<file path="config.mk">
export PLATFORM = sky130hd
export DESIGN_NAME = keypad_scan_ctrl_flat
export DESIGN_NICKNAME = d
export VERILOG_FILES = /design/src/rtl/keypad_scan_ctrl_if.sv /design/src/rtl/keypad_scan_ctrl.sv /design/src/flat_wrapper.sv
export SDC_FILE = /design/constraint.sdc
export NUM_CORES = 1
export LEC_CHECK = 0
export ABC_CLOCK_PERIOD_IN_PS = 4500
export BUFFER_PORTS_ARGS = -buffer_cell sky130_fd_sc_hd__buf_4
export CORE_MARGIN = 2
export CORE_UTILIZATION = 64
export CTS_CLUSTER_DIAMETER = 120
export DETAILED_ROUTE_END_ITERATION = 6
export PLACE_DENSITY = 0.83
export SLEW_MARGIN = 20
export SYNTH_ARGS = -nofsm -noshare
export SYNTH_HDL_FRONTEND = slang
export SYNTH_SLANG_ARGS = --single-unit
</file>
<file path="constraint.sdc">
create_clock -name clk -period 4.5 [get_ports clk]
set_input_delay 0.225 -clock clk [delete_from_list [all_inputs] [get_ports clk]]
set_output_delay 0.225 -clock clk [all_outputs]
set_load 0.01 [all_outputs]
</file>
<file path="src/rtl/keypad_scan_ctrl_if.sv">
// Keypad pin and accepted-key bundle between the scan controller and its
// surroundings. The master side is the scan controller itself; the slave side
// is the keypad matrix plus the downstream encoder.
interface keypad_scan_ctrl_if;
   logic [3:0]  col_in;
   logic [3:0]  row_out;
   logic [15:0] key_onehot;
   logic        key_valid;
   logic        key_down;

   modport master (
      input  col_in,
      output row_out,
      output key_onehot,
      output key_valid,
      output key_down
   );

   modport slave (
      output col_in,
      input  row_out,
      input  key_onehot,
      input  key_valid,
      input  key_down
   );
endinterface

</file>
<file path="src/rtl/keypad_scan_ctrl.sv">
// 4x4 matrix keypad scanner: drives one row low per dwell, samples the
// synchronised columns at the end of each dwell, debounces whole 16-key
// sweeps and reports one key per press episode as a one-hot word.
//
//   state      | meaning
//   -----------+------------------------------------------------------------
//   ST_IDLE    | no key accepted; waiting for a stable single-key sweep
//   ST_PRESSED | a key was reported; waiting for a stable all-released sweep
module keypad_scan_ctrl #(
   parameter int unsigned CLK_DIV  = 50000,
   parameter int unsigned DEBOUNCE = 4
) (
   input  logic               clk,
   input  logic               rst_n,
   keypad_scan_ctrl_if.master kp
);

   localparam int unsigned      DIV_W    = (CLK_DIV > 1) ? $clog2(CLK_DIV) : 1;
   localparam logic [DIV_W-1:0] DIV_LAST = DIV_W'(CLK_DIV - 1);
   localparam logic [3:0]       CNT_MAX  = 4'(DEBOUNCE - 1);

   typedef enum logic {
      ST_IDLE    = 1'b0,
      ST_PRESSED = 1'b1
   } state_t;

   logic [3:0]       col_s1_q;
   logic [3:0]       col_s2_q;
   logic [DIV_W-1:0] div_q;
   logic             tick;
   logic [1:0]       row_q;
   logic [3:0]       pressed;
   logic [11:0]      acc_q;
   logic [15:0]      snap_q;
   logic             sweep_done_q;
   logic [15:0]      prev_q;
   logic [3:0]       cnt_q;
   logic [3:0]       cnt_d;
   logic             stable;
   logic             snap_one_hot;
   state_t           state_q;
   state_t           state_d;
   logic [15:0]      onehot_q;
   logic [15:0]      onehot_d;
   logic             valid_q;
   logic             valid_d;
   logic             down_q;
   logic             down_d;

   assign tick    = (div_q == DIV_LAST);
   assign pressed = ~col_s2_q;

   // Two-flop synchroniser for the asynchronous, active-low column lines.
   always_ff @(posedge clk or negedge rst_n) begin
      if (!rst_n) begin
         col_s1_q <= 4'hF;
         col_s2_q <= 4'hF;
      end else begin
         col_s1_q <= kp.col_in;
         col_s2_q <= col_s1_q;
      end
   end

   // Row dwell divider; tick marks the last clock of each dwell.
   always_ff @(posedge clk or negedge rst_n) begin
      if (!rst_n) begin
         div_q <= '0;
      end else if (tick) begin
         div_q <= '0;
      end else begin
         div_q <= div_q + DIV_W'(1);
      end
   end

   // Sample the driven row on tick, advance the row and close the snapshot after row 3.
   always_ff @(posedge clk or negedge rst_n) begin
      if (!rst_n) begin
         row_q        <= 2'd0;
         acc_q        <= '0;
         snap_q       <= '0;
         sweep_done_q <= 1'b0;
      end else begin
         sweep_done_q <= 1'b0;
         if (tick) begin
            row_q <= row_q + 2'd1;
            case (row_q)
               2'd0: acc_q[3:0]  <= pressed;
               2'd1: acc_q[7:4]  <= pressed;
               2'd2: acc_q[11:8] <= pressed;
               2'd3: begin
                  snap_q       <= {pressed, acc_q};
                  sweep_done_q <= 1'b1;
               end
               default: acc_q <= acc_q;
            endcase
         end
      end
   end

   // Count consecutive identical sweeps, saturating at the acceptance threshold.
   always_comb begin
      cnt_d = cnt_q;
      if (sweep_done_q) begin
         if (snap_q == prev_q) begin
            cnt_d = (cnt_q == CNT_MAX) ? cnt_q : cnt_q + 4'd1;
         end else begin
            cnt_d = 4'd0;
         end
      end
   end

   assign stable       = sweep_done_q && (cnt_d == CNT_MAX);
   assign snap_one_hot = (snap_q != 16'd0) && ((snap_q & (snap_q - 16'd1)) == 16'd0);

   // Debounce history registers.
   always_ff @(posedge clk or negedge rst_n) begin
      if (!rst_n) begin
         cnt_q  <= 4'd0;
         prev_q <= '0;
      end else begin
         cnt_q <= cnt_d;
         if (sweep_done_q) begin
            prev_q <= snap_q;
         end
      end
   end

   // Press-episode state and registered key outputs.
   always_ff @(posedge clk or negedge rst_n) begin
      if (!rst_n) begin
         state_q  <= ST_IDLE;
         onehot_q <= '0;
         valid_q  <= 1'b0;
         down_q   <= 1'b0;
      end else begin
         state_q  <= state_d;
         onehot_q <= onehot_d;
         valid_q  <= valid_d;
         down_q   <= down_d;
      end
   end

   // Accept a lone key from idle; only a stable full release ends the episode.
   always_comb begin
      state_d  = state_q;
      onehot_d = onehot_q;
      valid_d  = 1'b0;
      down_d   = down_q;
      if (stable) begin
         case (state_q)
            ST_IDLE: begin
               if (snap_one_hot) begin
                  state_d  = ST_PRESSED;
                  onehot_d = snap_q;
                  valid_d  = 1'b1;
                  down_d   = 1'b1;
               end
            end
            ST_PRESSED: begin
               if (snap_q == 16'd0) begin
                  state_d  = ST_IDLE;
                  onehot_d = '0;
                  down_d   = 1'b0;
               end
            end
            default: state_d = ST_IDLE;
         endcase
      end
   end

   assign kp.row_out    = ~(4'b0001 << row_q);
   assign kp.key_onehot = onehot_q;
   assign kp.key_valid  = valid_q;
   assign kp.key_down   = down_q;

endmodule

</file>
<file path="src/flat_wrapper.sv">
// flat-port wrapper written by rule: the top's interface ports become plain ports
module keypad_scan_ctrl_flat 
#(
   parameter int unsigned CLK_DIV  = 50000,
   parameter int unsigned DEBOUNCE = 4
)
  (clk, rst_n, kp_col_in, kp_row_out, kp_key_onehot, kp_key_valid, kp_key_down);
  keypad_scan_ctrl_if kp_i ();
  input  logic clk;
  input  logic rst_n;
  input wire logic [$bits(kp_i.col_in)-1:0] kp_col_in;
  output wire logic [$bits(kp_i.row_out)-1:0] kp_row_out;
  output wire logic [$bits(kp_i.key_onehot)-1:0] kp_key_onehot;
  output wire logic [$bits(kp_i.key_valid)-1:0] kp_key_valid;
  output wire logic [$bits(kp_i.key_down)-1:0] kp_key_down;
  assign kp_i.col_in = kp_col_in;
  assign kp_row_out = kp_i.row_out;
  assign kp_key_onehot = kp_i.key_onehot;
  assign kp_key_valid = kp_i.key_valid;
  assign kp_key_down = kp_i.key_down;
  keypad_scan_ctrl #(.CLK_DIV(CLK_DIV), .DEBOUNCE(DEBOUNCE)) u_core (.clk(clk), .rst_n(rst_n), .kp(kp_i));
endmodule
</file>
==> metrics.md <==
| Metric | Value |
|---|---|
| Slew HR | `0.4056` |
| Site Rows | `29` |
| Root buffer cell | `clkbuf_8` |
| Sequential Area | `2362 sq um` |
| Critical-path top delay cell | `o2111a_1` |
| Most used flip-flop cell after synthesis | `dfrtp_1` |
| Max Cap Violations | `0` |
| Final setup TNS | `0 ns` |
| Placer congestion estimate | `0.9018` |
| Setup Viol. Count Final | `0` |
| Worst setup SP type | `register` |
| Syn_nets | `355` |
| Wirelength per Cell | `15.43 um` |
| Port bufs | `27` |
| Global Route Usage Sum | `0.2190` |
| Cell area after synthesis | `4113 sq um` |
| Top cells by area, synth | `dfrtp_1 (52%), mux2_2 (7.9%), dfstp_2 (5.1%)` |
| Cell variety after synth | `50` |
| CP Capture Type | `register` |
| Area occupied by multi-input gates | `1634 sq um` |
| DR vias/cell | `5.667` |
| R2R Path End | `u_core.kp.key_onehot[5]` |
| Ant. Diodes | `0` |
| Yosys warnings | `0` |
| Vias in the first global route | `2557` |
| Clock Path Buffers | `2` |
| DP HPWL | `4945 um` |
| Peak Freq | `335.4 MHz` |
| Final WL | `7037 um` |
| Largest area contributor in the netlist | `dfrtp_1` |
| Clock Latency Late Sink | `0.37 ns` |
| Worst Tran Pin Value | `0.8916 ns` |
| Syn-to-layout area delta | `11.50%` |
| Leak Pwr | `2.409 nW` |
| Synth top area share | `0.5233` |
| Reg-to-Reg Start | `u_core.snap_q[1]` |
| Vias | `2584` |
| R2R depth | `7` |
| Final Cycle Share | `0.6626` |
| DR DRC count | `0` |
| Layout Utilization | `0.7305` |
| Reg2Reg Setup Slack | `1.52 ns` |
| Hold Fails Final Rpt | `0` |
| Nets@finish | `386` |
| Most frequent cells in the layout | `dfrtp_1 (86), nand2_1 (48), mux2_2 (29)` |
| Final worst slack | `1.519 ns` |
| Antenna-violating nets left | `0` |
| Avg Synthesized Cell Area | `11.99 sq um` |
| Share of cells above drive strength 1 | `0.2427` |
| Maximum VDD drop | `0.0002804 V` |
| Slew Viols, Final | `0` |
| Filler instances | `444` |
| Seq cells post-synth | `94` |
| RSZ-0062 raised after global routing | `no` |
| Largest net degree at the start of global routing | `75` |
| DP Cell Count | `435` |
| WP data required | `4.76 ns` |
| Layout Cells excl Fill | `456` |
| Ports | `28` |
| H-Tree Depth | `3` |
| Initial DRC count | `113` |
| First-pass GRT wire length | `12160 um` |
| Worst Setup SP | `u_core.snap_q[1]` |
| Pwr dens | `306.8 nW/um^2` |
| Setup Crit Path Kind | `reg2reg` |
| Fin crit period | `2.982 ns` |
| Cts repair resizes | `0` |
| Max incr delay on CP | `0.65 ns` |
| CP cell instances | `or3_1 > a2111oi_0 > a21oi_1 > nor4_1 > o2111a_1 > a21oi_2 > a21bo_1` |
| Clk_skew | `0.007443 ns` |
| Gr ovfl total | `0` |
| Die Y-Extent | `84.16 um` |
| Initial Util | `0.6552` |
| Sequential element share of the synthesized area | `0.5744` |
| Clock transition at path regs | `0.10 ns` |
| TritonCTS clock tree | `yes` |
| Crit path arrival time | `3.24 ns` |
| Worst hold path type | `in2async` |
| Core area | `6277 sq um` |
| Antenna violations before repair | `0` |
| FFs w/ async S/R, synth | `1.000` |
| Die width | `84.16 um` |
| Pre-CTS setup slack | `1.579 ns` |
| Most common cell after layout, fill and taps aside | `dfrtp_1` |
| Detailed Routing Iterations Pass 1 | `4` |
| Clk sinks | `94` |
| Total CTS buffers | `9` |
| DIE AREA | `7083 sq um` |
| EDFF count, synth | `0` |
| Mapped Cells | `343` |
| Outcome | `complete, no violations` |
| Worst-path fanout max | `21` |
state kept, by name, indices dropped and copies added (netlist names):
register and count:
u_core.div_q 16, u_core.kp.key_onehot 16, u_core.prev_q 16, u_core.snap_q 16, u_core.acc_q 12, u_core.cnt_q 4, u_core.col_s1_q 4, u_core.col_s2_q 4
u_core.row_q 2, u_core.kp.key_down 1, u_core.kp.key_valid 1, u_core.state_q 1, u_core.sweep_done_q 1
what timing repair did:
action	CTS	global route
endpoints found under the hold margin	24	0
hold buffers	5	0
setup buffers	0	0
routing by layer:
metal  global-route usage  wire (um)
met1               0.2972       3273
met2               0.3535       3388
met3              0.05113        252
met4              0.07331        122
met5                    0          0
worst max-delay path by stage:
stage / end / depth (start not counted)
after floorplan: u_core.kp.key_onehot[10] / 9
after global routing: u_core.kp.key_onehot[3] / 7
final: u_core.kp.key_onehot[5] / 7
after CTS: u_core.kp.key_onehot[5] / 7
after detailed placement: u_core.kp.key_onehot[7] / 7
after global placement: u_core.kp.key_onehot[9] / 7
metrics by stage:
stage / cell area, sq um / hold WS, ns / power, mW
after floorplan: 4113 / -0.07059 / 0.8687
after global placement: 4348 / 0.1156 / 0.8895
after detailed placement: 4348 / 0.1193 / 0.8899
after CTS: 4586 / 0.2608 / 1.421
after global routing: 4586 / 0.2744 / 1.455
final: 4586 / 0.2628 / 1.407
worst max-delay path: cells and delay by family (launching register included):
kind,cells,cell delay (ns)
AOI/OAI and AO/OA,5,1.65
DFF,1,0.49
and+or+nand+nor,2,0.73
cell families after synthesis:
| logic type | after synthesis | synth area share |
|---|---|---|
| flip-flops | 94 | 0.5744 |
| multiplexers | 30 | 0.08184 |
| AND/OR/NAND/NOR | 97 | 0.1253 |
| XOR/XNOR | 30 | 0.06571 |
| AO/OA/AOI/OAI | 60 | 0.1037 |
| adder cells (fa/ha/maj) | 7 | 0.02069 |
| buffers and inverters | 25 | 0.02829 |
power by group:
| part | internal (mW) | switching, mW |
|---|---|---|
| Combinational | 0.00610 | 0.0165 |
| Sequential | 0.851 | 0.00241 |
| Clock | 0.213 | 0.318 |
Yosys cell counts (2+ instances only):
master      n
inv_1      12
nor4_2      4
xnor2_1     7
buf_6       2
a21bo_1    15
ha_1        6
and3_1      5
nor4_4      2
clkbuf_1    6
nor4_1      2
nor2_1     12
buf_2       3
mux2_2     29
nand4_1     3
a21oi_1     4
nor3_1      5
or3_1       3
nand3_1     4
o21ai_0    25
a2111oi_0   2
dfrtp_1    86
dfstp_2     8
o31ai_1     3
nand2_1    48
xor2_1     22
area by class of cell:
class,instances,area share
Clock buffer,9,0.02701
Sequential cell,94,0.5151
Inverter,12,0.009823
Timing Repair Buffer,33,0.05675
Multi-Input combinational cell,224,0.3563
Clock inverter,7,0.01392
Tap cell,77,0.02101
Power figures use the tool's default switching activity.
